===== src/rtl/stream_scheduler.sv =====
// rtl/stream_scheduler.sv - FIFO-to-sink sample scheduler (UART / I2S 2 Hz / I2S 44.1 kHz)
//
// Purpose: reads samples from the sample FIFO and hands each one to exactly
// one sink. It waits for a FIFO prefill before streaming, paces the slow
// I2S mode from an internal tick, switches modes cleanly and counts underruns.
//
// Optional feature macro: STREAM_SCHED_UNDERRUN_REPEAT_EN
//   When defined, an underrun in an I2S mode re-issues the last out_sample
//   instead of going back to prefill. Mode 00 underruns are unchanged.
//
// Ports:
//   in_clk, in_reset       clock, asynchronous active-high reset
//   in_mode[1:0]           00 UART, 01 I2S slow rate, 10 I2S 44.1 kHz, 11 idle
//   in_fifo_dout[BPS]      FIFO read data, valid the cycle after out_fifo_rd_en
//   in_fifo_empty          FIFO empty flag
//   in_fifo_prog_empty     FIFO below prefill threshold
//   in_uart_ready          UART sink can accept a sample
//   in_i2s_ready           I2S sink can accept a sample
//   out_fifo_rd_en         FIFO read strobe (1 cycle)
//   out_sample[BPS]        sample presented to the selected sink
//   out_uart_en            UART load strobe (1 cycle)
//   out_i2s_en             I2S load strobe (1 cycle, both I2S modes)
//   out_underrun_cnt[CNT_W] saturating underrun count
//   out_state[2:0]         FSM state for debug
module stream_scheduler #(
  parameter int BPS          = 24,
  parameter int CLK_HZ       = 61440000,
  parameter int SLOW_RATE_HZ = 2,
  parameter int CNT_W        = 16
) (
  input  logic             in_clk,
  input  logic             in_reset,
  input  logic [1:0]       in_mode,
  input  logic [BPS-1:0]   in_fifo_dout,
  input  logic             in_fifo_empty,
  input  logic             in_fifo_prog_empty,
  input  logic             in_uart_ready,
  input  logic             in_i2s_ready,
  output logic             out_fifo_rd_en,
  output logic [BPS-1:0]   out_sample,
  output logic             out_uart_en,
  output logic             out_i2s_en,
  output logic [CNT_W-1:0] out_underrun_cnt,
  output logic [2:0]       out_state
);

  localparam int PACE_P = CLK_HZ / SLOW_RATE_HZ;
  localparam int PACE_W = (PACE_P > 1) ? $clog2(PACE_P) : 1;

  localparam logic [1:0] MODE_UART = 2'b00;
  localparam logic [1:0] MODE_SLOW = 2'b01;
  localparam logic [1:0] MODE_FAST = 2'b10;
  localparam logic [1:0] MODE_IDLE = 2'b11;

  typedef enum logic [2:0] {
    IDLE    = 3'd0,
    PREFILL = 3'd1,
    READY   = 3'd2,
    LATCH   = 3'd3,
    ISSUE   = 3'd4,
    HOLD    = 3'd5
  } state_t;

  state_t              state, state_nxt;
  logic [1:0]          cur_mode, cur_mode_nxt;
  logic                mode_load;
  logic                issue;
  logic                go_cond;
  logic                rd_en_nxt, uart_en_nxt, i2s_en_nxt;
  logic [CNT_W-1:0]    underrun_nxt;
  logic [PACE_W-1:0]   pace_cnt;
  logic                pace_wrap;
  logic                tick_pending;
  // High in the cycle after the FIFO read strobe, i.e. when in_fifo_dout
  // carries the requested word. A repeat issue never has this set, so the
  // held sample is kept.
  logic                dout_valid;

  assign out_state = state;
  assign pace_wrap = (pace_cnt == PACE_W'(PACE_P - 1));

  always_comb begin
    go_cond = 1'b0;
    case (cur_mode)
      MODE_UART: go_cond = in_uart_ready;
      MODE_SLOW: go_cond = in_i2s_ready & tick_pending;
      MODE_FAST: go_cond = in_i2s_ready;
      default:   go_cond = 1'b0;
    endcase
  end

  always_comb begin
    state_nxt    = state;
    cur_mode_nxt = cur_mode;
    mode_load    = 1'b0;
    issue        = 1'b0;
    rd_en_nxt    = 1'b0;
    uart_en_nxt  = 1'b0;
    i2s_en_nxt   = 1'b0;
    underrun_nxt = out_underrun_cnt;
    case (state)
      IDLE: begin
        if (in_mode != MODE_IDLE) begin
          cur_mode_nxt = in_mode;
          mode_load    = 1'b1;
          state_nxt    = PREFILL;
        end
      end
      PREFILL: begin
        if (in_mode != cur_mode)  state_nxt = IDLE;
        else if (!in_fifo_prog_empty) state_nxt = READY;
      end
      READY: begin
        if (in_mode != cur_mode) begin
          state_nxt = IDLE;
        end else if (go_cond) begin
          if (!in_fifo_empty) begin
            rd_en_nxt = 1'b1;
            state_nxt = LATCH;
          end else begin
            if (out_underrun_cnt != {CNT_W{1'b1}})
              underrun_nxt = out_underrun_cnt + CNT_W'(1);
`ifdef STREAM_SCHED_UNDERRUN_REPEAT_EN
            state_nxt = (cur_mode == MODE_UART) ? PREFILL : ISSUE;
`else
            state_nxt = PREFILL;
`endif
          end
        end
      end
      LATCH: state_nxt = ISSUE;
      ISSUE: begin
        issue = 1'b1;
        if (cur_mode == MODE_UART) uart_en_nxt = 1'b1;
        else                       i2s_en_nxt  = 1'b1;
        state_nxt = HOLD;
      end
      HOLD:    state_nxt = READY;
      default: state_nxt = IDLE;
    endcase
  end

  always_ff @(posedge in_clk or posedge in_reset) begin
    if (in_reset) begin
      state            <= IDLE;
      cur_mode         <= MODE_IDLE;
      out_fifo_rd_en   <= 1'b0;
      out_uart_en      <= 1'b0;
      out_i2s_en       <= 1'b0;
      out_sample       <= '0;
      out_underrun_cnt <= '0;
      dout_valid       <= 1'b0;
      pace_cnt         <= '0;
      tick_pending     <= 1'b0;
    end else begin
      state            <= state_nxt;
      cur_mode         <= cur_mode_nxt;
      out_fifo_rd_en   <= rd_en_nxt;
      out_uart_en      <= uart_en_nxt;
      out_i2s_en       <= i2s_en_nxt;
      out_underrun_cnt <= underrun_nxt;
      dout_valid       <= out_fifo_rd_en;
      if (dout_valid) out_sample <= in_fifo_dout;

      if (mode_load) begin
        pace_cnt     <= '0;
        tick_pending <= 1'b0;
      end else begin
        if (cur_mode == MODE_SLOW)
          pace_cnt <= pace_wrap ? '0 : pace_cnt + PACE_W'(1);
        // A wrap in the same cycle as an issue leaves the tick pending.
        if ((cur_mode == MODE_SLOW) && pace_wrap) tick_pending <= 1'b1;
        else if (issue)                           tick_pending <= 1'b0;
      end
    end
  end

endmodule


===== config.mk =====
export PLATFORM = sky130hd
export DESIGN_NAME = stream_scheduler
export DESIGN_NICKNAME = d
export VERILOG_FILES = /design/src/rtl/stream_scheduler.sv
export SDC_FILE = /design/constraint.sdc
export NUM_CORES = 1
export LEC_CHECK = 0
export ABC_AREA = 1
export CAP_MARGIN = 0
export CELL_PAD_IN_SITES_DETAIL_PLACEMENT = 0
export CELL_PAD_IN_SITES_GLOBAL_PLACEMENT = 1
export CORE_ASPECT_RATIO = 1.5
export CORE_MARGIN = 3
export CORE_UTILIZATION = 53
export CTS_BUF_LIST = sky130_fd_sc_hd__clkbuf_4 sky130_fd_sc_hd__clkbuf_8
export DETAILED_ROUTE_END_ITERATION = 12
export DONT_BUFFER_PORTS = 1
export PLACE_DENSITY_LB_ADDON = 0.1
export SKIP_CTS_REPAIR_TIMING = 1
export SLEW_MARGIN = 30
export SYNTH_ARGS = -nofsm -noshare
export SYNTH_HDL_FRONTEND = slang
export SYNTH_SLANG_ARGS = --single-unit

===== constraint.sdc =====
create_clock -name in_clk -period 5.55 [get_ports in_clk]
set_input_delay 0.555 -clock in_clk [delete_from_list [all_inputs] [get_ports in_clk]]
set_output_delay 0.555 -clock in_clk [all_outputs]
set_load 0.02 [all_outputs]

==> metrics.md <==
| Metric | Value |
|---|---|
| Longest Clk Path Bufs | `2` |
| Final WS setup | `3.68 ns` |
| GRT met1 Usage | `26.3%` |
| Total grt overflow | `0` |
| Die Span X | `77.3 µm` |
| Largest family of logic cells by synthesized area | `simple AND/OR/NAND/NOR gates` |
| Core Util, Final | `58.7%` |
| Die area | `8730 µm²` |
| CTS tree | `done` |
| Final nets | `526` |
| Root buf cell | `clkbuf_8` |
| Worst rel slew slack | `40.6%` |
| First-pass GRT wire length | `15.1 mm` |
| Core area | `7320 µm²` |
| Outcome | `finished clean` |
| IO Pins | `78` |
| Fin Setup TNS | `0 ns` |
| Total Power | `1.49 mW` |
| Initial antenna violation count | `0` |
| Max Cap Violations | `0` |
| Vias in the first global route | `3127` |
| Pre-CTS setup slack | `3.70 ns` |
| CP Capture Type | `flip-flop` |
| Final hold viol count | `0` |
| Multiplexer area fraction after synthesis | `6.69%` |
| Fmax | `534 MHz` |
| Worst Tran Pin Value | `0.891 ns` |
| CTS sink count | `75` |
| Synthesized cell area | `4040 µm²` |
| Die Height | `113 µm` |
| DR vias | `3101` |
| Post-synthesis adder-cell area fraction | `0.619%` |
| Final setup viols | `0` |
| Minimum hold slack | `0.265 ns` |
| Post-Synth XOR/XNOR Area | `5.57%` |
| Crit Path Class | `flip-flop to flip-flop` |
| Startpoint class of the critical path | `flip-flop` |
| TritonCTS Buffers | `9` |
| DR WL/cell | `14.7 µm` |
| Number of port buffers | `0` |
| Synthesis-stage register bit count | `75` |
| Starting density of the core | `55.2%` |
| Net Count, Synth | `521` |
| Vias per cell | `5.19` |
| HPWL after DPL | `6.51 mm` |
| Post-placement cell area | `4110 µm²` |
| Row cnt | `38` |
| GR Util met3 | `4.94%` |
| Post-Syn Instances | `487` |
| VDD IR max | `0.239 mV` |
| Clock Pin Slew Worst Setup and Hold Paths | `0.08 ns` |
| Area growth syn-to-layout | `6.47%` |
| Total GRT Usage | `21.8%` |
| Synthesis Warnings | `0` |
| ANT nets after route | `0` |
| Post-layout minimum cycle time | `1.87 ns` |
| Final Non-Filler Cells | `597` |
| Initial DRC Count | `130` |
| Post-synthesis simple-gate area fraction | `32.4%` |
| Leak pwr | `2.13 nW` |
| Setup Skew | `0.0103 ns` |
| Hold/Removal Path Class | `input port to async pin` |
| Critical Path AT | `2.17 ns` |
| GPL Wtd Cong | `0.888` |
| H-tree Lvls | `3` |
| Share of layout cells above drive strength 1 | `15.1%` |
| Number of diodes | `0` |
| Final instance area | `4300 µm²` |
| DRT Pass-1 Iters | `4` |
| Netlist cell types | `33` |
| Slew Limit Fails | `0` |
| Power Dens Cells | `348 nW/µm²` |
| Number of remaining DRC errors | `0` |
| Post-synthesis sequential area ratio | `46.5%` |
| Largest net degree at the start of global routing | `76` |
| CP max FO | `16` |
| GR peak layer | `met2` |
| Syn Area/Cell | `8.30 µm²` |
| Period utilization | `33.8%` |
| Compound-Gate Fraction of Synth Area | `2.04%` |
| Met2 Track Usage GR | `38.0%` |
| CP required | `5.85 ns` |
| Dpl cells | `581` |
| Final WL | `8.78 mm` |
| RSZ-0062 raised after global routing | `false` |
| Clk_lat worst skew | `0.36 ns` |
==> layout make-up <==
class,count,area [µm²]
multi-input combinational,355,1910
clock inverter,5,42.5
inverter,50,188
fill,691,3020
tap,100,125
timing repair buffer,1,11.3
sequential,75,1880
clock buffer,11,145
==> synth_stat cells <==
| master | count | area share [%] |
|---|---|---|
| xnor2_2 | 2 | 0.81 |
| nand3_4 | 1 | 0.43 |
| buf_8 | 1 | 0.37 |
| nand3_2 | 6 | 1.5 |
| dfstp_2 | 2 | 1.3 |
| buf_6 | 3 | 0.84 |
| nand2_4 | 2 | 0.56 |
| nand2_1 | 153 | 14 |
| xnor2_1 | 6 | 1.3 |
| clkinv_1 | 1 | 0.093 |
| a21oi_1 | 3 | 0.37 |
| mux2_2 | 24 | 6.7 |
| o21bai_1 | 2 | 0.37 |
| ha_1 | 2 | 0.62 |
| nand3_1 | 29 | 3.6 |
| dfrtp_1 | 73 | 45 |
| inv_2 | 3 | 0.28 |
| nand3b_1 | 1 | 0.19 |
| nand4_1 | 9 | 1.4 |
| buf_2 | 2 | 0.25 |
| nor2_2 | 5 | 0.77 |
| o21ai_0 | 9 | 1.1 |
| nand3b_4 | 1 | 0.50 |
| nor2_1 | 65 | 6.0 |
| nor3_4 | 1 | 0.40 |
| nor2_4 | 2 | 0.56 |
| nand2_2 | 7 | 1.1 |
| clkbuf_1 | 1 | 0.093 |
| nor3_1 | 7 | 0.87 |
| o21a_1 | 1 | 0.19 |
| inv_1 | 46 | 4.3 |
| xor2_1 | 16 | 3.5 |
| nand3b_2 | 1 | 0.28 |
==> registers in the layout (all words and copies together) (netlist names), 2 cells and up <==
register / flops
cur_mode: 2
out_sample: 24
out_state: 3
out_underrun_cnt: 16
pace_cnt: 25
==> worst max-delay path, stage by stage (launching register included) <==
cell,delay (ns)
dfrtp_1,0.53
ha_1,0.33
nand3_2,0.15
nor3_4,0.21
nand3_2,0.11
nand3_2,0.30
nand2_1,0.10
nand2_1,0.08
==> power breakdown <==
| group | total [mW] | switching [mW] | internal [mW] |
|---|---|---|---|
| sequential | 0.792 | 0.161 | 0.632 |
| clock | 0.404 | 0.218 | 0.186 |
| combinational | 0.299 | 0.193 | 0.106 |
==> layer usage <==
layer | wire, µm | part of all wire (%)
met5 | 0 | 0
met1 | 3490 | 40
met3 | 392 | 4.5
met2 | 4720 | 54
met4 | 172 | 2.0
==> cell usage in the layout, fill, tap and decap left out, drive strengths merged, types with 2 or more instances in the layout <==
| cell | netlist | layout |
|---|---|---|
| a21oi | 3 | 3 |
| clkbuf | 1 | 11 |
| dfrtp | 73 | 73 |
| dfstp | 2 | 2 |
| ha | 2 | 2 |
| inv | 49 | 53 |
| mux2 | 24 | 24 |
| nand2 | 162 | 162 |
| nand3 | 36 | 36 |
| nand3b | 3 | 3 |
| nand4 | 9 | 9 |
| nor2 | 72 | 72 |
| nor3 | 8 | 8 |
| o21ai | 9 | 9 |
| o21bai | 2 | 2 |
| xnor2 | 8 | 8 |
| xor2 | 16 | 16 |
==> cell families (layout without fill, tap and decap cells) <==
| kind of cell | after synthesis | after routing |
|---|---|---|
| compound gates | 15 | 15 |
| xor+xnor | 24 | 24 |
| fa+ha+maj | 2 | 2 |
| mux | 24 | 24 |
| buf+inv | 57 | 67 |
| simple gates | 290 | 290 |
| flops | 75 | 75 |
==> final timing paths <==
check                                                 from                         endpoint  slack, ns  depth (start not counted)
setup / recovery           out_underrun_cnt[1]$_DFFE_PP0P_  out_underrun_cnt[2]$_DFFE_PP0P_       3.68                          7
setup reg to reg           out_underrun_cnt[1]$_DFFE_PP0P_  out_underrun_cnt[2]$_DFFE_PP0P_       3.68                          7
hold reg to reg                    pace_cnt[1]$_DFFE_PP0P_          pace_cnt[1]$_DFFE_PP0P_       0.53                          2
hold / removal                                    in_reset  out_underrun_cnt[9]$_DFFE_PP0P_       0.27                          2
min in group in_clk                             in_mode[0]          cur_mode[0]$_DFFE_PP1N_       0.31                          2
max in group asynchronous                         in_reset          pace_cnt[9]$_DFFE_PP0P_       4.84                          2
(Power assumes the default switching activity.)
